==> src/rtl/instruction_fetch_sequencer.sv <==
`default_nettype none
// ============================================================================
// Module      : instruction_fetch_sequencer
// Description : Moore FSM that fetches instructions from memory, pulses the
//               instruction latch enable and presents the captured word to
//               the decoder. Branch redirection and a memory-timeout fault
//               are also handled here.
// Revision    : 1.0 - initial release
// ============================================================================
module instruction_fetch_sequencer #(
    parameter int DATA_WIDTH = 8,
    parameter int ADDR_WIDTH = 8,
    parameter int TIMEOUT    = 15
) (
    input  logic                  i_clk,
    input  logic                  i_reset,
    input  logic                  i_run,
    input  logic                  i_branch_valid,
    input  logic [ADDR_WIDTH-1:0] i_branch_addr,
    output logic                  o_mem_req,
    output logic [ADDR_WIDTH-1:0] o_mem_addr,
    input  logic                  i_mem_ack,
    input  logic [DATA_WIDTH-1:0] i_mem_data,
    output logic                  o_latch_enable,
    output logic [DATA_WIDTH-1:0] o_instr,
    output logic                  o_instr_valid,
    input  logic                  i_instr_ready,
    output logic [ADDR_WIDTH-1:0] o_pc,
    output logic                  o_fault
);

    // Counter is wide enough to hold TIMEOUT itself.
    localparam int CNT_W = (TIMEOUT < 2) ? 1 : $clog2(TIMEOUT + 1);
    // Value of the wait counter on the last FETCH cycle allowed without ack.
    localparam logic [CNT_W-1:0] c_CNT_LAST = CNT_W'(TIMEOUT - 1);

    typedef enum logic [2:0] {
        S_IDLE  = 3'd0,
        S_FETCH = 3'd1,
        S_LATCH = 3'd2,
        S_VALID = 3'd3,
        S_FAULT = 3'd4
    } state_t;

    state_t                r_state;
    logic [ADDR_WIDTH-1:0] r_pc;
    logic [DATA_WIDTH-1:0] r_instr;
    logic [CNT_W-1:0]      r_cnt;

    state_t                w_state_nxt;
    logic [ADDR_WIDTH-1:0] w_pc_nxt;
    logic [DATA_WIDTH-1:0] w_instr_nxt;
    logic [CNT_W-1:0]      w_cnt_nxt;

    // State, PC, instruction and wait-counter registers with async reset.
    always_ff @(posedge i_clk or posedge i_reset) begin
        if (i_reset) begin
            r_state <= S_IDLE;
            r_pc    <= '0;
            r_instr <= '0;
            r_cnt   <= '0;
        end else begin
            r_state <= w_state_nxt;
            r_pc    <= w_pc_nxt;
            r_instr <= w_instr_nxt;
            r_cnt   <= w_cnt_nxt;
        end
    end

    // Next-state logic; a branch outside FAULT overrides ack and ready.
    always_comb begin
        w_state_nxt = r_state;
        w_pc_nxt    = r_pc;
        w_instr_nxt = r_instr;
        w_cnt_nxt   = r_cnt;
        case (r_state)
            S_IDLE: begin
                if (i_branch_valid) begin
                    w_pc_nxt = i_branch_addr;
                end
                if (i_run) begin
                    w_state_nxt = S_FETCH;
                    w_cnt_nxt   = '0;
                end
            end
            S_FETCH: begin
                if (i_branch_valid) begin
                    // Any same-cycle read data belongs to the old address.
                    w_pc_nxt  = i_branch_addr;
                    w_cnt_nxt = '0;
                end else if (i_mem_ack) begin
                    w_instr_nxt = i_mem_data;
                    w_pc_nxt    = r_pc + ADDR_WIDTH'(1);
                    w_cnt_nxt   = '0;
                    w_state_nxt = S_LATCH;
                end else if (r_cnt == c_CNT_LAST) begin
                    w_state_nxt = S_FAULT;
                end else begin
                    w_cnt_nxt = r_cnt + CNT_W'(1);
                end
            end
            S_LATCH: begin
                if (i_branch_valid) begin
                    w_pc_nxt    = i_branch_addr;
                    w_cnt_nxt   = '0;
                    w_state_nxt = S_FETCH;
                end else begin
                    w_state_nxt = S_VALID;
                end
            end
            S_VALID: begin
                if (i_branch_valid) begin
                    w_pc_nxt    = i_branch_addr;
                    w_cnt_nxt   = '0;
                    w_state_nxt = S_FETCH;
                end else if (i_instr_ready) begin
                    w_cnt_nxt   = '0;
                    w_state_nxt = i_run ? S_FETCH : S_IDLE;
                end
            end
            S_FAULT: begin
                w_state_nxt = S_FAULT;
            end
            default: begin
                w_state_nxt = S_IDLE;
            end
        endcase
    end

    // Moore outputs decoded from registered state.
    assign o_mem_req      = (r_state == S_FETCH);
    assign o_mem_addr     = r_pc;
    assign o_latch_enable = (r_state == S_LATCH);
    assign o_instr        = r_instr;
    assign o_instr_valid  = (r_state == S_VALID);
    assign o_pc           = r_pc;
    assign o_fault        = (r_state == S_FAULT);

endmodule
`default_nettype wire

==> config.mk <==
export PLATFORM = sky130hd
export DESIGN_NAME = instruction_fetch_sequencer
export DESIGN_NICKNAME = d
export VERILOG_FILES = /design/src/rtl/instruction_fetch_sequencer.sv
export SDC_FILE = /design/constraint.sdc
export NUM_CORES = 1
export LEC_CHECK = 0
export BUFFER_PORTS_ARGS = -buffer_cell sky130_fd_sc_hd__buf_4
export CORE_MARGIN = 8
export CORE_UTILIZATION = 46
export CTS_BUF_LIST = sky130_fd_sc_hd__clkbuf_8
export DETAILED_ROUTE_END_ITERATION = 16
export PLACE_DENSITY = 0.78
export SETUP_SLACK_MARGIN = 0.2
export SLEW_MARGIN = 20
export SYNTH_ARGS = -nofsm -noshare
export SYNTH_HDL_FRONTEND = slang
export SYNTH_SLANG_ARGS = --single-unit
==> constraint.sdc <==
create_clock -name i_clk -period 1.6 [get_ports i_clk]
set_input_delay 0.16 -clock i_clk [delete_from_list [all_inputs] [get_ports i_clk]]
set_output_delay 0.16 -clock i_clk [all_outputs]
set_load 0.03 [all_outputs]
**Word-level counts from Yosys, hierarchy flattened**

Index checks and enable logic that the tools add are counted.

- Output and inout port bits: 28
- Bits in registers: 23

- Mux-type cells: 21
- $add $sub $neg: 2
- Equal/unequal tests: 13
- Reduce and logical (&&, ||, !) cells: 8
- Bitwise operators: 1

Operator list:

| operator | count |
|---|---|
| $mux 4 | 7 |
| $mux 8 | 3 |
| $mux 3 | 6 |
| $pmux 4 s4 | 1 |
| $pmux 8 s2 | 1 |
| $pmux 3 s5 | 1 |
| $add 8x1->8 const B | 1 |
| $eq 3x2->1 const B | 2 |
| $ne 2x2->1 const B | 3 |
| $ne 3x2->1 const B | 2 |
| $reduce_and 3->1 | 2 |
| $reduce_and 5->1 | 1 |
| $add 4x1->4 const B | 1 |
| $eq 4x4->1 const B | 1 |
| $ne 4x4->1 const B | 1 |
| $reduce_and 4->1 | 1 |
| $reduce_bool 4->1 | 1 |
| $eq 3x1->1 const B | 1 |
| $eq 3x3->1 const B | 1 |
| $logic_not 3->1 | 1 |
| $ne 3x1->1 const B | 1 |
| $reduce_or 3->1 | 1 |
| $mux 2 | 1 |
| $ne 2x1->1 const B | 1 |
| 3 further kinds | 3 |

**Logic depth before layout (Yosys ltp)**

- Word-level depth: 5
- Mapped depth: 6
- Depth with buffers taken out: 6

**Least setup slack after synthesis**

Ideal clock, no wire load.

- Path kind: register to register
- Start point: reg r_state[1]
- End point: reg r_instr[0] (netlist: o_instr[0])
- Data required time: 1.475 ns
- Arrival: 1.533 ns
- Stages on the path, launching flop included: 6
- Path slack: -0.058 ns
- Clock period less this slack: 1.658 ns
- Path through: dfrtp_1 buf_6 or3b_4 clkinv_2 nand3_4 mux2_4

- Word-level cells in the longest chain between the ends: 2

RTL lines:

| what | RTL line | RTL |
|---|---|---|
| start, declared | 45 | `state_t r_state;` |
| start signal, assigned | 63 | `r_state <= w_state_nxt;` |
| $eq 3x1->1 | n/a |  |
| net o_mem_req | 20 | `output logic o_mem_req,` |
| $reduce_and 3->1 (no source line) | n/a |  |
| end signal, assigned | 65 | `r_instr <= w_instr_nxt;` |
| end, declared | 47 | `logic [DATA_WIDTH-1:0] r_instr;` |

The timed path passes the listed nets, and every way through them passes these cells.
A chain may end at the register's enable or synchronous reset.

**Final worst setup path**

- Start point: reg r_state[1]
- End point: reg r_state[0]

- Word-level cells in the longest chain between the ends: 3

RTL lines:

| what | RTL line | RTL |
|---|---|---|
| $eq 3x1->1, or another cell as far along | 76 | `case (r_state)` |
| $ne 3x1->1 (no source line), or another cell as far along | n/a |  |
| $reduce_and 4->1 (no source line) | n/a |  |

Several ways; a longest one is shown, not always the timed one.

==> reports/summary.txt <==
core area = 3000 µm²
crit end category = flop
Mapped Cells = 137
met1 usage in global routing = 15.0%
PwrDens = 1960 nW/µm²
die area = 5110 µm²
crit path max fanout = 4
largest net degree at the start of global routing = 24
GR Layer Usage met2 = 23.5%
Worst Path Required = 1.75 ns
final worst path period need = 1.56 ns
#FFs+latches synth = 23
worst-path cell chain = nor3b_4 -> o311a_1 -> a21oi_2 -> mux2_4
EDFF count, synth = 0
clk_lat worst skew = 0.26 ns
DR iter-0 viols = 66
ys flop type = dfrtp_1
final estimated routing congestion in global placement = 0.804
TritonCTS clock tree = yes
Slew @ Worst Pin = 0.413 ns
post-route ant nets = 0
first-pass GRT wire length = 5810 µm
Max Cap Viol = 0
DR DRC count = 0
sw frac = 46.2%
combinational share of power = 64.8%
most common cell after layout, fill and taps aside = buf_4
grt peak-use layer = met2
initial antenna violation count = 0
Worst-path clk slew = 0.09 ns
Clock Tree Root = clkbuf_8
part of the power in registers = 26.4%
DP HPWL = 2700 µm
Lkg Pwr = 0.993 nW
commonest cells after routing, fill and taps aside = buf_4, dfrtp_1, mux2_4
max incr delay on CP = 0.45 ns
I/O pin count = 50
row count = 20
clock power share = 8.8%
Hold Crit Class = in2reg
Total Routing Usage GR = 13.5%
Synth Cell Area = 1420 µm²
# setup viols final = 0
kind of start point of the critical path = flop
FILL cells = 221
FFs w/ async S/R, synth = 100%
P_sw = 0.00191 W
die width = 71.5 µm
final wirelength = 3840 µm
buffers and inverters on the worst path = 0
Antenna diodes = 0
Worst VDD drop = 1.12 mV
H-tree level count = 1
synth-to-layout area growth = 48.8%
Netlist cell types = 46
Fin. Hold Viols = 0
Top delay family on crit path = compound AO/OA/AOI/OAI gates
drt first pass iters = 4
synth warn = 0
Slowest-stage cell, CP = dfrtp_2
vias per cell = 5.44
met3 global-route usage = 5.30%
Fin Hold WS = 0.123 ns
fmax = 0.639 GHz
WL/cell = 16.6 µm
crit share post-route = 97.8%
Mean Syn Cell Area = 10.3 µm²
Finished Core Util = 70.2%
syn nets = 162
Die Y = 71.5 µm
vias in the first global route = 1298
grt total ovfl = 0
port buffer count = 49
via count = 1262
Worst Setup Path Type = reg2reg
share of layout cells above drive strength 1 = 54.8%
Int Pwr = 0.00223 W
CP arrival = 1.72 ns
placed cell area = 1810 µm²
flop-to-flop setup slack = 0.04 ns
Initial Util = 47.2%
clk_skew = 0.00271 ns
status = finished, final reports clean
Final Max Tran Viols = 0
RSZ-0062 raised after global routing = true
TritonCTS buffer count = 3
Sink Count = 23
Slew HR = 72.3%
Final Instance Area = 2110 µm²
Nets = 225
register area share after synthesis = 40.6%
CTS max path bufs = 2
-- synthesized netlist by cell type (all sizes together) (2+ instances only) --
| master | number | area (µm²) |
|---|---|---|
| nand3 | 8 | 52.6 |
| a21oi | 13 | 68.8 |
| inv | 8 | 30.0 |
| ha | 3 | 37.5 |
| o2bb2ai | 2 | 17.5 |
| nand2 | 8 | 30.0 |
| mux2 | 9 | 131 |
| mux2i | 7 | 70.1 |
| and3 | 3 | 18.8 |
| nor2 | 6 | 25.0 |
| o21ai | 6 | 30.0 |
| a2bb2oi | 2 | 17.5 |
| nor2b | 2 | 12.5 |
| dfrtp | 23 | 576 |
| nor3 | 3 | 20.0 |
| o22ai | 2 | 12.5 |
| buf | 12 | 95.1 |
-- worst register-to-register path, stage by stage (launching register included) --
cell and delay, ns:
dfrtp_2 0.45, nor3b_4 0.17, o311a_1 0.36, a21oi_2 0.15, mux2_4 0.32
-- registers in the layout, indices dropped and copies added, names as in the netlist --
name        flops
o_instr         8
o_mem_addr      8
r_cnt           4
r_state         3
-- cell type report --
class | instances | area (µm²) | area share [%]
tap | 33 | 41.3 | 1.96
timing repair buffer | 70 | 583 | 27.7
inverter | 9 | 46.3 | 2.20
sequential | 23 | 579 | 27.5
clock inverter | 1 | 5.00 | 0.238
clock buffer | 3 | 41.3 | 1.96
multi-input combinational | 93 | 811 | 38.5
-- layer usage --
metal | part of all wire [%] | wire length (µm)
met5 | 0 | 0
met4 | 0.26 | 10
met3 | 7.9 | 304
met2 | 50 | 1940
met1 | 41 | 1590
-- worst paths after layout --
check / startpoint / endpoint / depth (start not counted)
worst min register to register: o_instr[1] / o_instr[1] / 1
worst min-delay path: i_mem_data[7] / o_instr[7] / 2
worst max register to register: r_state[1] / r_state[0] / 4
max in group asynchronous: i_reset / o_mem_addr[0] / 4
worst max-delay path: r_state[1] / r_state[0] / 4
min in group asynchronous: i_reset / o_mem_addr[3] / 4
-- per-stage QoR --
stage | setup TNS (ns) | power (W) | std cells | setup slack [ns]
2_1_floorplan | -0.119 | 0.00276 | 137 | -0.0149
3_3_place_gp | 0 | 0.00340 | 216 | 0.0938
3_5_place_dp | 0 | 0.00346 | 216 | 0.0139
4_1_cts | 0 | 0.00392 | 223 | 0.0489
5_1_grt | -0.0702 | 0.00437 | 232 | -0.0167
6_report | 0 | 0.00414 | 232 | 0.0359
-- kinds of logic (layout without fill, tap and decap cells) --
logic type	after synthesis	count (layout)	share of synthesized area (%)
buffers and inverters	21	83	9.19
AO/OA/AOI/OAI	38	38	18.7
multiplexers	16	16	14.2
flip-flops	23	23	40.6
adder cells (fa/ha/maj)	3	3	2.65
AND/OR/NAND/NOR	36	36	14.6
-- power groups by stage --
stage | Sequential [W] | Combinational, W | Clock [W]
5_1_grt | 0.00114 | 0.00284 | 0.000395
4_1_cts | 0.00107 | 0.00247 | 0.000374
6_report | 0.00109 | 0.00268 | 0.000364
2_1_floorplan | 0.00143 | 0.00133 | 0
3_5_place_dp | 0.00108 | 0.00238 | 0
3_3_place_gp | 0.00106 | 0.00234 | 0
-- repair_timing --
action | CTS | global route
pin swaps | 4 | 4
hold buffers | 1 | 0
resized for setup | 8 | 30
cloned | 0 | 1
endpoints found under the hold margin | 23 | 0
setup endpoints to repair | 20 | 26
buffers inserted | 2 | 8
Note: power is estimated with default switching activity, not from simulation.
